`src/rtl/branch_redirect_ctrl.sv`:
```
// Branch mispredict redirect controller: selects the oldest mispredicting slot,
// pulses a fetch redirect and kill mask, then holds a timed front-end flush.
module branch_redirect_ctrl #(
  parameter int data_width   = 32,
  parameter int FLUSH_CYCLES = 2,
  parameter int CNT_WIDTH    = 16
) (
  input  logic                  clk,
  input  logic                  rst,
  input  logic                  stall,
  input  logic                  bne1,
  input  logic                  bne2,
  input  logic                  bne3,
  input  logic                  bne4,
  input  logic [data_width-1:0] ins1_target,
  input  logic [data_width-1:0] ins2_target,
  input  logic [data_width-1:0] ins3_target,
  input  logic [data_width-1:0] ins4_target,
  output logic                  redirect_valid,
  output logic [data_width-1:0] redirect_pc,
  output logic [3:0]            kill_mask,
  output logic                  flush_front,
  output logic                  busy,
  output logic [CNT_WIDTH-1:0]  mispredict_count
);

  typedef enum logic {IDLE, FLUSH} state_t;

  state_t                state, state_n;
  logic [3:0]            fcnt, fcnt_n;
  logic                  redirect_valid_n;
  logic [data_width-1:0] redirect_pc_n;
  logic [3:0]            kill_mask_n;
  logic [CNT_WIDTH-1:0]  count_n;
  logic                  accept;

  assign accept = (state == IDLE) && !stall && (bne1 || bne2 || bne3 || bne4);

  always_comb begin
    state_n          = state;
    fcnt_n           = fcnt;
    redirect_valid_n = 1'b0;
    redirect_pc_n    = redirect_pc;
    kill_mask_n      = '0;
    count_n          = mispredict_count;
    case (state)
      IDLE: begin
        if (accept) begin
          state_n          = FLUSH;
          fcnt_n           = 4'(FLUSH_CYCLES - 1);
          redirect_valid_n = 1'b1;
          if (mispredict_count != '1)
            count_n = mispredict_count + CNT_WIDTH'(1);
          // Oldest slot wins; flags of younger slots are wrong-path and dropped.
          if (bne1) begin
            redirect_pc_n = ins1_target;
            kill_mask_n   = 4'b1110;
          end else if (bne2) begin
            redirect_pc_n = ins2_target;
            kill_mask_n   = 4'b1100;
          end else if (bne3) begin
            redirect_pc_n = ins3_target;
            kill_mask_n   = 4'b1000;
          end else begin
            redirect_pc_n = ins4_target;
            kill_mask_n   = 4'b0000;
          end
        end
      end
      FLUSH: begin
        if (fcnt == 4'd0)
          state_n = IDLE;
        else
          fcnt_n = fcnt - 4'd1;
      end
      default: state_n = IDLE;
    endcase
  end

  always_ff @(posedge clk) begin
    if (rst) begin
      state            <= IDLE;
      fcnt             <= '0;
      redirect_valid   <= 1'b0;
      redirect_pc      <= '0;
      kill_mask        <= '0;
      mispredict_count <= '0;
    end else begin
      state            <= state_n;
      fcnt             <= fcnt_n;
      redirect_valid   <= redirect_valid_n;
      redirect_pc      <= redirect_pc_n;
      kill_mask        <= kill_mask_n;
      mispredict_count <= count_n;
    end
  end

  assign flush_front = (state == FLUSH);
  assign busy        = (state == FLUSH);

endmodule

```
`config.mk`:
```
export PLATFORM = sky130hd
export DESIGN_NAME = branch_redirect_ctrl
export DESIGN_NICKNAME = d
export VERILOG_FILES = /design/src/rtl/branch_redirect_ctrl.sv
export SDC_FILE = /design/constraint.sdc
export NUM_CORES = 1
export LEC_CHECK = 0
export ABC_AREA = 1
export ABC_CLOCK_PERIOD_IN_PS = 2850
export CORE_MARGIN = 2
export CORE_UTILIZATION = 25
export DETAILED_ROUTE_END_ITERATION = 6
export PLACE_DENSITY_LB_ADDON = 0.12
export SLEW_MARGIN = 20
export SYNTH_ARGS = -nofsm -noshare
export SYNTH_HDL_FRONTEND = slang
export SYNTH_SLANG_ARGS = --single-unit
export TNS_END_PERCENT = 20
```
`constraint.sdc`:
```
create_clock -name clk -period 2.85 [get_ports clk]
set_clock_uncertainty 0.15 [all_clocks]
set_input_delay 0.57 -clock clk [delete_from_list [all_inputs] [get_ports clk]]
set_output_delay 0.57 -clock clk [all_outputs]
set_load 0.02 [all_outputs]
```
# --- After elaboration in Yosys (flattened, before gate mapping) ---
# Index checks and enable logic that the tools add are counted.
totals:
  reg_bits: 58
  input_bits: 135
classes:
  add_sub_neg: 2
  n_eq_ne: 3
  mux: 12
  n_bitwise: 2
  n_reduce_logical: 13
op_table:
  columns: ["cell", "count"]
  rows:
  - ["two-way mux 32 bit", 3]
  - ["two-way mux 4 bit", 5]
  - ["adder 16 x 1 -> 16 bit, second input constant", 1]
  - ["!= test 16 bit, second input constant", 1]
  - ["one-hot mux 4 bit (2 select lines)", 1]
  - ["OR reduction 5 bit", 1]
  - ["zero test 4 bit", 1]
  - ["!= test 2 bit, second input constant", 2]
  - ["AND reduction 2 bit", 2]
  - ["subtractor 4 x 1 -> 4 bit, second input constant", 1]
  - ["logical OR 1 bit", 3]
  - ["AND reduction 3 bit", 1]
  - ["OR reduction 3 bit", 1]
  - ["logical AND 1 bit", 2]
  - ["two-way mux 1 bit", 2]
  - ["inverter 1 bit", 2]
  - ["one-hot mux 1 bit (2 select lines)", 1]
  - ["OR reduction 2 bit", 1]
  - ["zero test 1 bit", 1]

# --- Depth between registers and ports, before layout ---
# Gate-level depths: netlist (run 1).
logic_depth:
  word_depth: 6
  depth_mapped: 10

# --- Worst setup path after synthesis (run 1) ---
# Ideal clock, no wire load.
synth_path:
  path_kind: "reg-to-reg"
  from: "register mispredict_count[0]"
  to: "register mispredict_count[13]"
  arrival_ns: 1.414
  setup_slack_ns: 1.171
  stages_incl_launch_ff: 8
  synth_period_minus_slack_ns: 1.679
  path_cell_list: "dfxtp_1 > ha_1 > nand3_1 > inv_1 > nand4_4 > buf_2 > a21oi_1 > nor2_1"
synth_via:
  elab_chain_cells: 2
synth_lines:
  columns: ["item", "line", "text"]
  rows:
  - ["from (decl)", "24", "output logic [CNT_WIDTH-1:0] mispredict_count"]
  - ["from (signal assigned)", "94", "mispredict_count <= count_n;"]
  - ["branches (longest 2 deep; another with adder 16 x 1 -> 16 bit)", null, null]
# Several ways; the timed one is not identified.
# A chain may end at the register's enable or synchronous reset.

# --- Final worst setup path (run 1) ---
layout_path:
  from: "input port bne2"
  to: "register redirect_pc[5]"
layout_via:
  elab_chain_cells: 5
layout_lines:
  columns: ["item", "line", "text"]
  rows:
  - ["from (decl)", "12", "input logic bne2,"]
  - ["logical OR 1 bit (3 in series)", "37", "assign accept = (state == IDLE) && !stall && (bne1 || bne2 || bne3 || bne4);"]
  - ["logical AND 1 bit", "37", null]
  - ["AND reduction 2 bit (no source line)", null, null]
  - ["to (signal assigned)", "92", "redirect_pc <= redirect_pc_n;"]
  - ["to (decl)", "20", "output logic [data_width-1:0] redirect_pc,"]
# Several ways; a longest one is shown, not always the timed one.

==> key figures, run 1 <==
Worst setup path
  – Worst path max stage delay: 0.77 ns
  – Startpoint of the worst-slack reg-to-reg timing path: mispredict_count[0]
  – CP endpoint kind: register
  – Signal arrival time at the worst endpoint: 2.51 ns
  – Cell at the slowest stage of the critical path: nor2_2
  – Cell family with the largest share of critical-path delay: simple AND/OR/NAND/NOR gates
  – Critical setup path kind: input pin to register
  – Number of buffer and inverter instances along the worst setup path: 3
  – Ordered cell list for the critical path: clkdlybuf4s50_1, inv_1, nor2_2, buf_4, a22oi_1, o21ai_0, nor2_1, nor2_1
  – Crit path top cell by count: nor2_1
  – Kind of launch point of the worst setup path: input pin
  – Maximum fanout encountered on the critical timing path: 25
  – Data required time at the worst endpoint: 2.95 ns
  – Beginning of the critical path: bne2

Timing
  – Count of final setup violators: 0
  – Setup total negative slack: 0 ns
  – Peak clock frequency supported by timing: 416 MHz
  – Final Cycle Share: 0.843
  – Final-report hold violation count: 0
  – Slew at the pin with the worst max-slew slack: 1.04 ns
  – Setup repair after global routing missed its margin: false
  – Normalized max-slew margin: 0.307
  – Number of max-slew violations in the final report: 0
  – Final Critical Period: 2.40 ns

Pwr
  – Switching fraction of total power: 0.271
  – Maximum VDD drop: 0.269 mV
  – Clock power frac: 0.412
  – Leakage power of the design: 2.09 nW
  – Overall power after layout: 2.66 mW
  – Sequential share of power: 0.336
  – Power density over the cells: 479 nW/um2
  – Reported net switching power: 721 uW
  – Internal cell power: 1.93 mW
  – Share of total power in combinational logic: 0.252

GRT
  – Overall overflow remaining after global route: 0
  – Number of antenna violations at the first check in global routing: 0
  – First-pass GRT wire length: 19,300 um
  – Vias in the first global route: 4,050
  – Maximum number of pins on one net before global-route repair: 34
  – Global-route usage over all layers: 0.182

CTS
  – Post-CTS repair timing setup buffer count: 0
  – Deepest level of the CTS H-tree: 3
  – Clock-pin slew of the registers on the worst-case setup and hold paths: 0.05 ns
  – Resize count post-CTS: 0
  – Maximum clock path buffer count: 2
  – Clk_lat worst skew: 0.32 ns
  – CTS Sinks: 57
  – Number of buffers added by the clock tree synthesis step: 9
  – TritonCTS clock tree: yes
  – Total of hold buffers inserted after clock tree synthesis: 0
  – Cell at the root of the clock tree: clkbuf_16

Logic synthesis
  – Share of cell area taken by muxes after synthesis: 0
  – Complex-gate fraction of the synthesized area: 0.258
  – Post-Syn Area per Cell: 6.56 um2
  – Cell taking the most area after synthesis: dfxtp_1
  – Most instantiated flip-flop cell in the synthesis netlist: dfxtp_1
  – Area fraction in and, or, nand and nor cells after synthesis: 0.294
  – Total number of yosys warnings: 0
  – Most frequently used cell type in the post-synthesis netlist: nor2_1
  – Commonest cells in the netlist: nor2_1 (142), o21ai_0 (84), dfxtp_1 (57), nand2_1 (46), a22oi_1 (32)
  – Synth async-reset ratio: 0
  – Combinational family with the most area after synthesis: simple AND/OR/NAND/NOR gates
  – Net count of the mapped netlist: 624
  – Share of Yosys cell area claimed by the top area cell type: 0.357
  – Sequential cell area fraction in the yosys report: 0.357
  – Netlist Area Pre-Place: 3190 um2
  – Count of state elements after synthesis: 57
  – Share of synthesized cell area in full adder, half adder and majority cells: 0.00783
  – Number of synthesized flops with an enable pin: 0
  – Top cells by area in the synthesized netlist: dfxtp_1 (36%), nor2_1 (17%), o21ai_0 (13%)
  – Post-synthesis cell count: 487
  – Number of distinct standard cells referenced by the synthesized netlist: 24
  – Post-Synth XOR/XNOR Area: 0

Route
  – Detailed-router iteration count before antenna repair: 4
  – Iter 0 DRT Violations: 210
  – Post-detailed-route wirelength per cell: 14.4 um
  – Detail-routed via count per cell: 4.65
  – Via count: 3,926
  – Final wirelength: 12,100 um
  – Total DRC errors in the routed layout: 0
  – Number of nets still failing antenna checks after routing: 0

Floorplanning
  – Initial standard-cell utilization of the core: 0.254
  – Number of top-level pins: 190
  – Area of the core: 12,600 um2
  – Die width: 117 um
  – Number of rows created at floorplan: 41
  – DIE AREA: 13,700 um2
  – Die Height: 117 um

Placement
  – Final weighted congestion in routability-driven placement: 0.797
  – Final HPWL DP: 9280 um
  – Post-detailed-placement cell area: 5230 um2
  – Total of buffers placed on input and output ports: 188

Finish
  – Area added between synthesis and finish: 73.4%
  – Fraction of final layout cells with drive strength greater than 1: 0.0640
  – Final non-filler cell area: 5540 um2
  – Final layout net count: 804
  – ANT cells: 0

Run
  – Max capacitance violation total: 0

Worst hold path
  – Worst Hold Class: register to register
  – Worst Min Path Start: fcnt[3]

Status
  – Result of the run: finished, final reports clean
path summary, 6_finish.rpt:
| check | to | slack, ns | depth (start not counted) |
|---|---|---|---|
| setup / recovery | redirect_pc[5] | 0.45 | 8 |
| hold / removal | fcnt[3] | 0.35 | 2 |
| setup reg to reg | mispredict_count[14] | 1.05 | 6 |
| hold reg to reg | fcnt[3] | 0.35 | 2 |
kinds of logic after synthesis:
group	count (synthesis)
buffers and inverters	56
AND/OR/NAND/NOR	223
adder cells (fa/ha/maj)	2
other	1
flip-flops	57
AO/OA/AOI/OAI	148
worst reg2reg max path, cell delays in order (launching register included):
cell and delay (ns):
dfxtp_1 0.42, ha_1 0.20, nand3_1 0.15, inv_1 0.17, nand4_4 0.29, a21oi_1 0.25
nor2_1 0.06
state kept, by name (all words and copies together), names as in the netlist:
register / flops
redirect_pc: 32
mispredict_count: 16
fcnt: 4
kill_mask: 3
busy: 1
redirect_valid: 1
power by group through the flow:
stage          Sequential, mW  Combinational, mW  Clock [mW]
3_5_place_dp            0.908              0.675           0
4_1_cts                 0.893              0.677        1.12
5_1_grt                 0.900              0.734        1.16
3_3_place_gp            0.905              0.676           0
6_report                0.893              0.670        1.09
2_1_floorplan           0.968              0.240           0
per-stage QoR:
step	utilization	hold slack, ns	worst slack [ns]	std cells
floorplan	-	0.316	1.17	487
global placement	0.416	0.338	0.117	828
detailed placement	0.416	0.346	0.0925	828
CTS	0.441	0.352	0.432	844
global route	0.441	0.383	0.262	844
finish	0.441	0.348	0.447	844
layout make-up:
cell class              instances  area, um2
fillers                      1286       7030
repair buffers                202       2000
multi-input cells             374       1790
flip-flops and latches         57       1140
clock buffers                  11        253
well taps                     172        215
inverters                      23       86.3
clock inverters                 5       53.8
cell usage in the layout, fill, tap and decap left out, drive strengths merged:
master | netlist | final
nor2 | 149 | 149
dfxtp | 57 | 57
a21oi | 16 | 16
ha | 2 | 2
nand4 | 1 | 1
bufinv | 0 | 1
inv | 23 | 23
clkdlybuf4s50 | 0 | 188
a22oi | 32 | 32
nand2 | 48 | 48
buf | 16 | 14
o21ai | 99 | 99
o211ai | 1 | 1
clkinv | 0 | 4
nand3 | 21 | 21
nand3b | 3 | 3
clkbuf | 17 | 11
conb | 1 | 1
nor3 | 1 | 1
routing by layer:
layer,vias up,routed length (um),track usage
met4,0,366,0.0745
met5,-,0,0
met3,23,971,0.0561
li1,1988,-,-
met2,145,5860,0.320
met1,1770,4920,0.206
Power figures use the tool's default switching activity.
==> inputs of run 2 (changes only) <==
--- a/config.mk
+++ b/config.mk
@@ -6,7 +6,7 @@
 export NUM_CORES = 1
 export LEC_CHECK = 0
 export ABC_AREA = 1
-export ABC_CLOCK_PERIOD_IN_PS = 2850
+export ABC_CLOCK_PERIOD_IN_PS = 2300
 export CORE_MARGIN = 2
 export CORE_UTILIZATION = 25
 export DETAILED_ROUTE_END_ITERATION = 6
==> constraint.sdc (replaced) <==
create_clock -name clk -period 2.3 [get_ports clk]
set_clock_uncertainty 0.15 [all_clocks]
set_input_delay 0.46 -clock clk [delete_from_list [all_inputs] [get_ports clk]]
set_output_delay 0.46 -clock clk [all_outputs]
set_load 0.02 [all_outputs]
==> key figures, run 2 (same netlist as run 1, synthesis figures left out) <==
Status
  – Result of the run: finished, final reports clean

CTS
  – Maximum clock path buffer count: 2 (unchanged)
  – TritonCTS clock tree: yes
  – CTS Sinks: 57 (unchanged)
  – Deepest level of the CTS H-tree: 3 (unchanged)
  – Clock-pin slew of the registers on the worst-case setup and hold paths: 0.05 ns (about the same)
  – Post-CTS repair timing setup buffer count: 0 (unchanged)
  – Resize count post-CTS: 0 (unchanged)
  – Total of hold buffers inserted after clock tree synthesis: 0 (unchanged)
  – Clk_lat worst skew: 0.32 ns (about the same)
  – Number of buffers added by the clock tree synthesis step: 9 (unchanged)
  – Cell at the root of the clock tree: clkbuf_16

Route
  – Post-detailed-route wirelength per cell: 14.2 um (-1.5%)
  – Total DRC errors in the routed layout: 0 (unchanged)
  – Number of nets still failing antenna checks after routing: 0 (unchanged)
  – Via count: 3,908 (-0.46%)
  – Iter 0 DRT Violations: 184 (-12%)
  – Detail-routed via count per cell: 4.64 (-0.34%)
  – Detailed-router iteration count before antenna repair: 4 (unchanged)
  – Final wirelength: 11,900 um (-1.6%)

Timing
  – Setup total negative slack: 0 ns (unchanged)
  – Setup repair after global routing missed its margin: false
  – Final-report hold violation count: 0 (unchanged)
  – Final Critical Period: 2.00 ns
  – Worst Setup Slack, final: 0.298 ns (-0.148 ns)
  – Count of final setup violators: 0 (unchanged)
  – Number of max-slew violations in the final report: 0 (unchanged)
  – Peak clock frequency supported by timing: 500 MHz
  – Final Cycle Share: 0.870

GRT
  – First-pass GRT wire length: 19,200 um (-0.43%)
  – Vias in the first global route: 3,976 (-1.8%)
  – Number of antenna violations at the first check in global routing: 0 (unchanged)
  – Layer with the highest usage after global routing: met2
  – Met1 layer usage reported by global route: 0.197 (-0.00889)
  – Routing usage on met2: 0.325 (+0.00501)
  – Global-route usage over all layers: 0.179 (-0.00304)
  – Maximum number of pins on one net before global-route repair: 39 (+15%)
  – Overall overflow remaining after global route: 0 (unchanged)
  – Met3 track demand over resource in global routing: 0.0633 (+0.00721)

Finish
  – Area added between synthesis and finish: 74.1%
  – Commonest cells after routing, fill and taps aside: clkdlybuf4s50_1 (188), nor2_1 (142), o21ai_0 (84)
  – Reg with most FFs: redirect_pc
  – Final non-filler cell area: 5560 um2 (+0.38%)
  – Biggest regs: redirect_pc (32), mispredict_count (16), fcnt (4)
  – Most common cell after layout, fill and taps aside: clkdlybuf4s50_1
  – Number of flip-flops in the largest register: 32 (unchanged)
  – Final layout net count: 804 (unchanged)
  – ANT cells: 0 (unchanged)
  – Final instance count without filler cells: 843 (-0.12%)
  – Fraction of final layout cells with drive strength greater than 1: 0.0596 (-0.00438)
  – Filler cells: 1,296 (+0.78%)

Placement
  – Total of buffers placed on input and output ports: 188 (unchanged)
  – Pre-CTS setup slack: 0.0467 ns (-0.0458 ns)
  – Final weighted congestion in routability-driven placement: 0.831 (+4.2%)
  – Number of placed instances with taps included: 828 (unchanged)
  – Post-detailed-placement cell area: 5280 um2 (+0.96%)
  – Final HPWL DP: 9350 um (+0.76%)

Floorplanning
  – Die Height: 117 um (unchanged)
  – DIE AREA: 13,700 um2 (unchanged)
  – Number of rows created at floorplan: 41 (unchanged)
  – Initial standard-cell utilization of the core: 0.254 (unchanged)
  – Die width: 117 um (unchanged)
  – Number of top-level pins: 190 (unchanged)
  – Area of the core: 12,600 um2 (unchanged)

Worst setup path
  – Depth of the worst register-to-register path: 6 (unchanged)
  – Cell family with the largest share of critical-path delay: buffers and inverters
  – Register-to-Register Setup Slack: 0.51 ns (-0.54 ns)
  – Maximum fanout encountered on the critical timing path: 7 (-72%)
  – Critical setup path kind: register to primary output
  – Data required time at the worst endpoint: 1.69 ns (-1.26 ns)
  – Cell at the slowest stage of the critical path: clkdlybuf4s50_1
  – CP endpoint kind: primary output
  – Kind of launch point of the worst setup path: register
  – Startpoint of the worst-slack reg-to-reg timing path: mispredict_count[0]
  – Reg2Reg Capture Point: mispredict_count[9]
  – Number of buffer and inverter instances along the worst setup path: 1 (-2)
  – Signal arrival time at the worst endpoint: 1.39 ns (-1.12 ns)
  – Worst path max stage delay: 0.64 ns (-0.13 ns)
  – Ordered cell list for the critical path: clkdlybuf4s50_1

Worst hold path
  – Worst Min Path Start: redirect_pc[29]
  – Worst Hold Class: register to register
  – Endpoint of the worst hold path: redirect_pc[29]
  – Hold Path Stages: 2 (unchanged)

Pwr
  – Leakage power of the design: 2.09 nW (+0.13%)
  – Maximum VDD drop: 0.302 mV (+12%)
  – Power density over the cells: 575 nW/um2 (+20%)

Run
  – Max capacitance violation total: 0 (unchanged)
## run 2: cell types whose count changed in the layout (fill, tap and decap cells not counted), sizes merged
cell / before / now
clkinv: 4 / 3
## run 2: layer usage
metal	wire length (um)	part of all wire	vias up
li1	-	-	1988
met1	4830	0.41	1765
met3	938	0.079	19
met4	248	0.021	0
met2	5910	0.50	136
met5	0	0	-
## run 2: worst register-to-register path, cell delays in order, from the launching register on
cell and delay [ns]:
dfxtp_1 0.41, ha_1 0.21, nand3_1 0.14, inv_1 0.15
nand4_4 0.29, a21oi_1 0.26, nor2_1 0.06
## run 2: final cells by class
cell class,count,area (um2),area share
Inverter,23,86.3,0.0155
Clock inverter,4,45.0,0.00810
Clock buffer,11,233,0.0418
Timing Repair Buffer,202,2050,0.369
Sequential cell,57,1140,0.205
Multi-Input combinational cell,374,1790,0.322
Tap cell,172,215,0.0387
## run 2: through the flow
step / util / power [mW] / hold WS (ns)
final: 0.443 / 3.20 / 0.360
after global routing: 0.443 / 3.36 / 0.399
after CTS: 0.443 / 3.24 / 0.365
after detailed placement: 0.420 / 1.98 / 0.355
after global placement: 0.420 / 1.97 / 0.340
after floorplan: - / 1.50 / 0.316
## run 2: worst max-delay path by stage
| stage | start | end | depth (start not counted) |
|---|---|---|---|
| after CTS | busy | busy | 1 |
| final | busy | busy | 1 |
| after global routing | bne1 | redirect_pc[31] | 8 |
| after floorplan | mispredict_count[0] | mispredict_count[13] | 7 |
| after detailed placement | bne1 | fcnt[0] | 10 |
| after global placement | bne1 | redirect_pc[0] | 8 |
## run 2: power breakdown
| part | leakage [nW] | internal, mW | switching [mW] |
|---|---|---|---|
| Clock | 0.139 | 0.824 | 0.423 |
| Sequential | 0.469 | 1.07 | 0.0419 |
| Combinational | 1.49 | 0.450 | 0.394 |
| Total | 2.09 | 2.34 | 0.859 |
==> inputs of run 3 (changes only) <==
--- a/config.mk
+++ b/config.mk
@@ -5,10 +5,10 @@
 export SDC_FILE = /design/constraint.sdc
 export NUM_CORES = 1
 export LEC_CHECK = 0
-export ABC_AREA = 1
 export ABC_CLOCK_PERIOD_IN_PS = 2300
 export CORE_MARGIN = 2
 export CORE_UTILIZATION = 25
+export CTS_CLUSTER_DIAMETER = 80
 export DETAILED_ROUTE_END_ITERATION = 6
 export PLACE_DENSITY_LB_ADDON = 0.12
 export SLEW_MARGIN = 20
==> key figures, run 3 <==
Status
  – Result of the run: finished, final reports clean

Route
  – Final wirelength: 10,800 um (-9.1%)
  – Post-detailed-route wirelength per cell: 14.4 um (+1.8%)
  – Number of nets still failing antenna checks after routing: 0 (unchanged)
  – Detail-routed via count per cell: 4.59 (-1.1%)
  – Total DRC errors in the routed layout: 0 (unchanged)
  – Via count: 3,454 (-12%)
  – Iter 0 DRT Violations: 236 (+28%)
  – Detailed-router iteration count before antenna repair: 4 (unchanged)

Logic synthesis
  – Net count of the mapped netlist: 526 (-16%)
  – Commonest cells in the netlist: mux2i_1 (64), dfxtp_1 (57), nor2_1 (38), o21ai_0 (38), nand2_1 (37)
  – Most instantiated flip-flop cell in the synthesis netlist: dfxtp_1
  – Cell taking the most area after synthesis: dfxtp_1
  – Post-Syn Area per Cell: 8.31 um2 (+27%)
  – Netlist Area Pre-Place: 3230 um2 (+1.3%)
  – Most frequently used cell type in the post-synthesis netlist: mux2i_1
  – Total number of yosys warnings: 0 (unchanged)
  – Number of distinct standard cells referenced by the synthesized netlist: 40 (+67%)
  – Synth async-reset ratio: 0 (unchanged)
  – Number of synthesized flops with an enable pin: 0 (unchanged)
  – Sequential cell area fraction in the yosys report: 0.353 (-0.00442)
  – Top cells by area in the synthesized netlist: dfxtp_1 (35%), mux2i_1 (20%), a211oi_1 (7.9%)
  – Count of state elements after synthesis: 57 (unchanged)
  – Post-synthesis cell count: 389 (-20%)
  – Share of Yosys cell area claimed by the top area cell type: 0.353 (-0.00442)

Timing
  – Final Cycle Share: 0.950 (+0.0795)
  – Setup repair after global routing missed its margin: false
  – Worst Setup Slack, final: 0.116 ns (-0.183 ns)
  – Normalized max-slew margin: 0.547
  – Count of final setup violators: 0 (unchanged)
  – Final-report hold violation count: 0 (unchanged)
  – Setup total negative slack: 0 ns (unchanged)
  – Slew at the pin with the worst max-slew slack: 0.674 ns
  – Peak clock frequency supported by timing: 458 MHz (-8.4%)
  – Worst Hold Slack: 0.343 ns (-0.0164 ns)
  – Number of max-slew violations in the final report: 0 (unchanged)
  – Final Critical Period: 2.18 ns (+0.183 ns)

CTS
  – CTS Sinks: 57 (unchanged)
  – Number of buffers added by the clock tree synthesis step: 9 (unchanged)
  – TritonCTS clock tree: yes
  – Clk_lat worst skew: 0.33 ns (about the same)
  – Cell at the root of the clock tree: clkbuf_16
  – Post-CTS repair timing setup buffer count: 0 (unchanged)
  – Deepest level of the CTS H-tree: 3 (unchanged)
  – Clock-pin slew of the registers on the worst-case setup and hold paths: 0.05 ns (about the same)
  – Maximum clock path buffer count: 2 (unchanged)
  – Total of hold buffers inserted after clock tree synthesis: 0 (unchanged)
  – Resize count post-CTS: 0 (unchanged)

Floorplanning
  – DIE AREA: 13,900 um2 (+1.2%)
  – Die width: 118 um (+0.60%)
  – Area of the core: 12,600 um2 (+0.41%)
  – Initial standard-cell utilization of the core: 0.256 (+0.00214)
  – Number of top-level pins: 190 (unchanged)
  – Number of rows created at floorplan: 41 (unchanged)
  – Die Height: 118 um (+0.60%)

Finish
  – Reg with most FFs: redirect_pc
  – Most common cell after layout, fill and taps aside: clkdlybuf4s50_1
  – Number of flip-flops in the largest register: 32 (unchanged)
  – Final layout net count: 713 (-11%)
  – Fraction of final layout cells with drive strength greater than 1: 0.0775 (+0.0178)
  – Commonest cells after routing, fill and taps aside: clkdlybuf4s50_1 (184), mux2i_1 (64), dfxtp_1 (57)
  – Biggest regs: redirect_pc (32), mispredict_count (16), fcnt (4)
  – ANT cells: 0 (unchanged)
  – Area added between synthesis and finish: 74.7%
  – Utilization after layout: 0.448 (+0.00524)
  – Final instance count without filler cells: 753 (-11%)

Worst setup path
  – Beginning of the critical path: stall
  – Number of buffer and inverter instances along the worst setup path: 2 (+1)
  – Cell at the slowest stage of the critical path: nor4_1
  – Kind of launch point of the worst setup path: input pin
  – Cell family with the largest share of critical-path delay: simple AND/OR/NAND/NOR gates
  – Worst path max stage delay: 0.61 ns (-0.03 ns)
  – Critical setup path kind: input pin to register
  – Data required time at the worst endpoint: 2.40 ns (+0.71 ns)
  – Startpoint of the worst-slack reg-to-reg timing path: busy
  – Signal arrival time at the worst endpoint: 2.28 ns (+0.89 ns)
  – Maximum fanout encountered on the critical timing path: 4 (-3)
  – CP endpoint kind: register
  – Ordered cell list for the critical path: clkdlybuf4s50_1, or2_4, buf_4, nor4_1, a31oi_1, nor3_1

Run
  – Max capacitance violation total: 0 (unchanged)

GRT
  – Overall overflow remaining after global route: 0 (unchanged)
  – Vias in the first global route: 3,430 (-14%)
  – First-pass GRT wire length: 17,300 um (-9.8%)
  – Maximum number of pins on one net before global-route repair: 51 (+31%)
  – Global-route usage over all layers: 0.158 (-0.0213)
  – Number of antenna violations at the first check in global routing: 1 (+1)

Pwr
  – Leakage power of the design: 2.20 nW (+5.0%)
  – Maximum VDD drop: 0.322 mV (+6.8%)
  – Power density over the cells: 567 nW/um2 (-1.5%)

Worst hold path
  – Worst Hold Class: register to register
  – Worst Min Path Start: fcnt[0]

Placement
  – Final HPWL DP: 8540 um (-8.6%)
  – Pre-CTS setup slack: -0.217 ns (-0.263 ns)
  – Total of buffers placed on input and output ports: 188 (unchanged)
  – Number of placed instances with taps included: 737 (-11%)
  – Final weighted congestion in routability-driven placement: 0.781 (-6.0%)
run 3: cell count changes after synthesis, sizes merged, moves of 17 or more:
cell    before  now
a22oi       32    0
nand3       21    4
nor2       149   38
a211oi       0   34
o21ai       99   38
mux2i        0   64
run 3: path summary, 6_finish.rpt:
| kind | slack, ns | endpoint | depth (start not counted) |
|---|---|---|---|
| setup / recovery | 0.12 | mispredict_count[10] | 6 |
| hold / removal | 0.34 | fcnt[0] | 2 |
| hold reg to reg | 0.34 | fcnt[0] | 2 |
| setup reg to reg | 0.25 | mispredict_count[10] | 5 |
run 3: stage by stage:
step                      power, mW  area [um2]
after CTS                      3.25        5650
after global placement         1.91        5350
after detailed placement       1.92        5350
after global routing           3.37        5650
final                          3.20        5650
after floorplan                1.47        3230
run 3: cell families after synthesis:
logic type,Yosys count,synth area share
multiplexers,65,0.202
AO/OA/AOI/OAI,104,0.200
flip-flops,57,0.353
other,1,0.00116
buffers and inverters,39,0.0515
AND/OR/NAND/NOR,121,0.185
adder cells (fa/ha/maj),2,0.00774
run 3: tightest hold or removal path: stages, from the launching register on:
cell and delay, ns:
dfxtp_1 0.33, nand2_1 0.06, a21oi_1 0.05
run 3: routing by layer:
metal,GRT usage,share of wire,vias up,wire (um)
li1,-,-,1807,-
met1,0.178,0.42,1511,4510
met2,0.274,0.48,121,5260
met3,0.0504,0.084,13,909
met4,0.0648,0.014,2,152
met5,0,0.0012,-,13
run 3: area by class of cell:
| cell class | count | area, um2 |
|---|---|---|
| flip-flops and latches | 57 | 1140 |
| clock inverters | 6 | 57.6 |
| repair buffers | 208 | 2040 |
| clock buffers | 10 | 239 |
| multi-input cells | 293 | 1930 |
| inverters | 7 | 26.3 |
| fillers | 1269 | 6970 |
| well taps | 172 | 215 |
run 3: power by group:
part           total (mW)  switching, mW  internal [mW]
logic               0.790          0.339          0.452
registers            1.09         0.0386           1.06
clock network        1.32          0.459          0.858
total                3.20          0.837           2.36
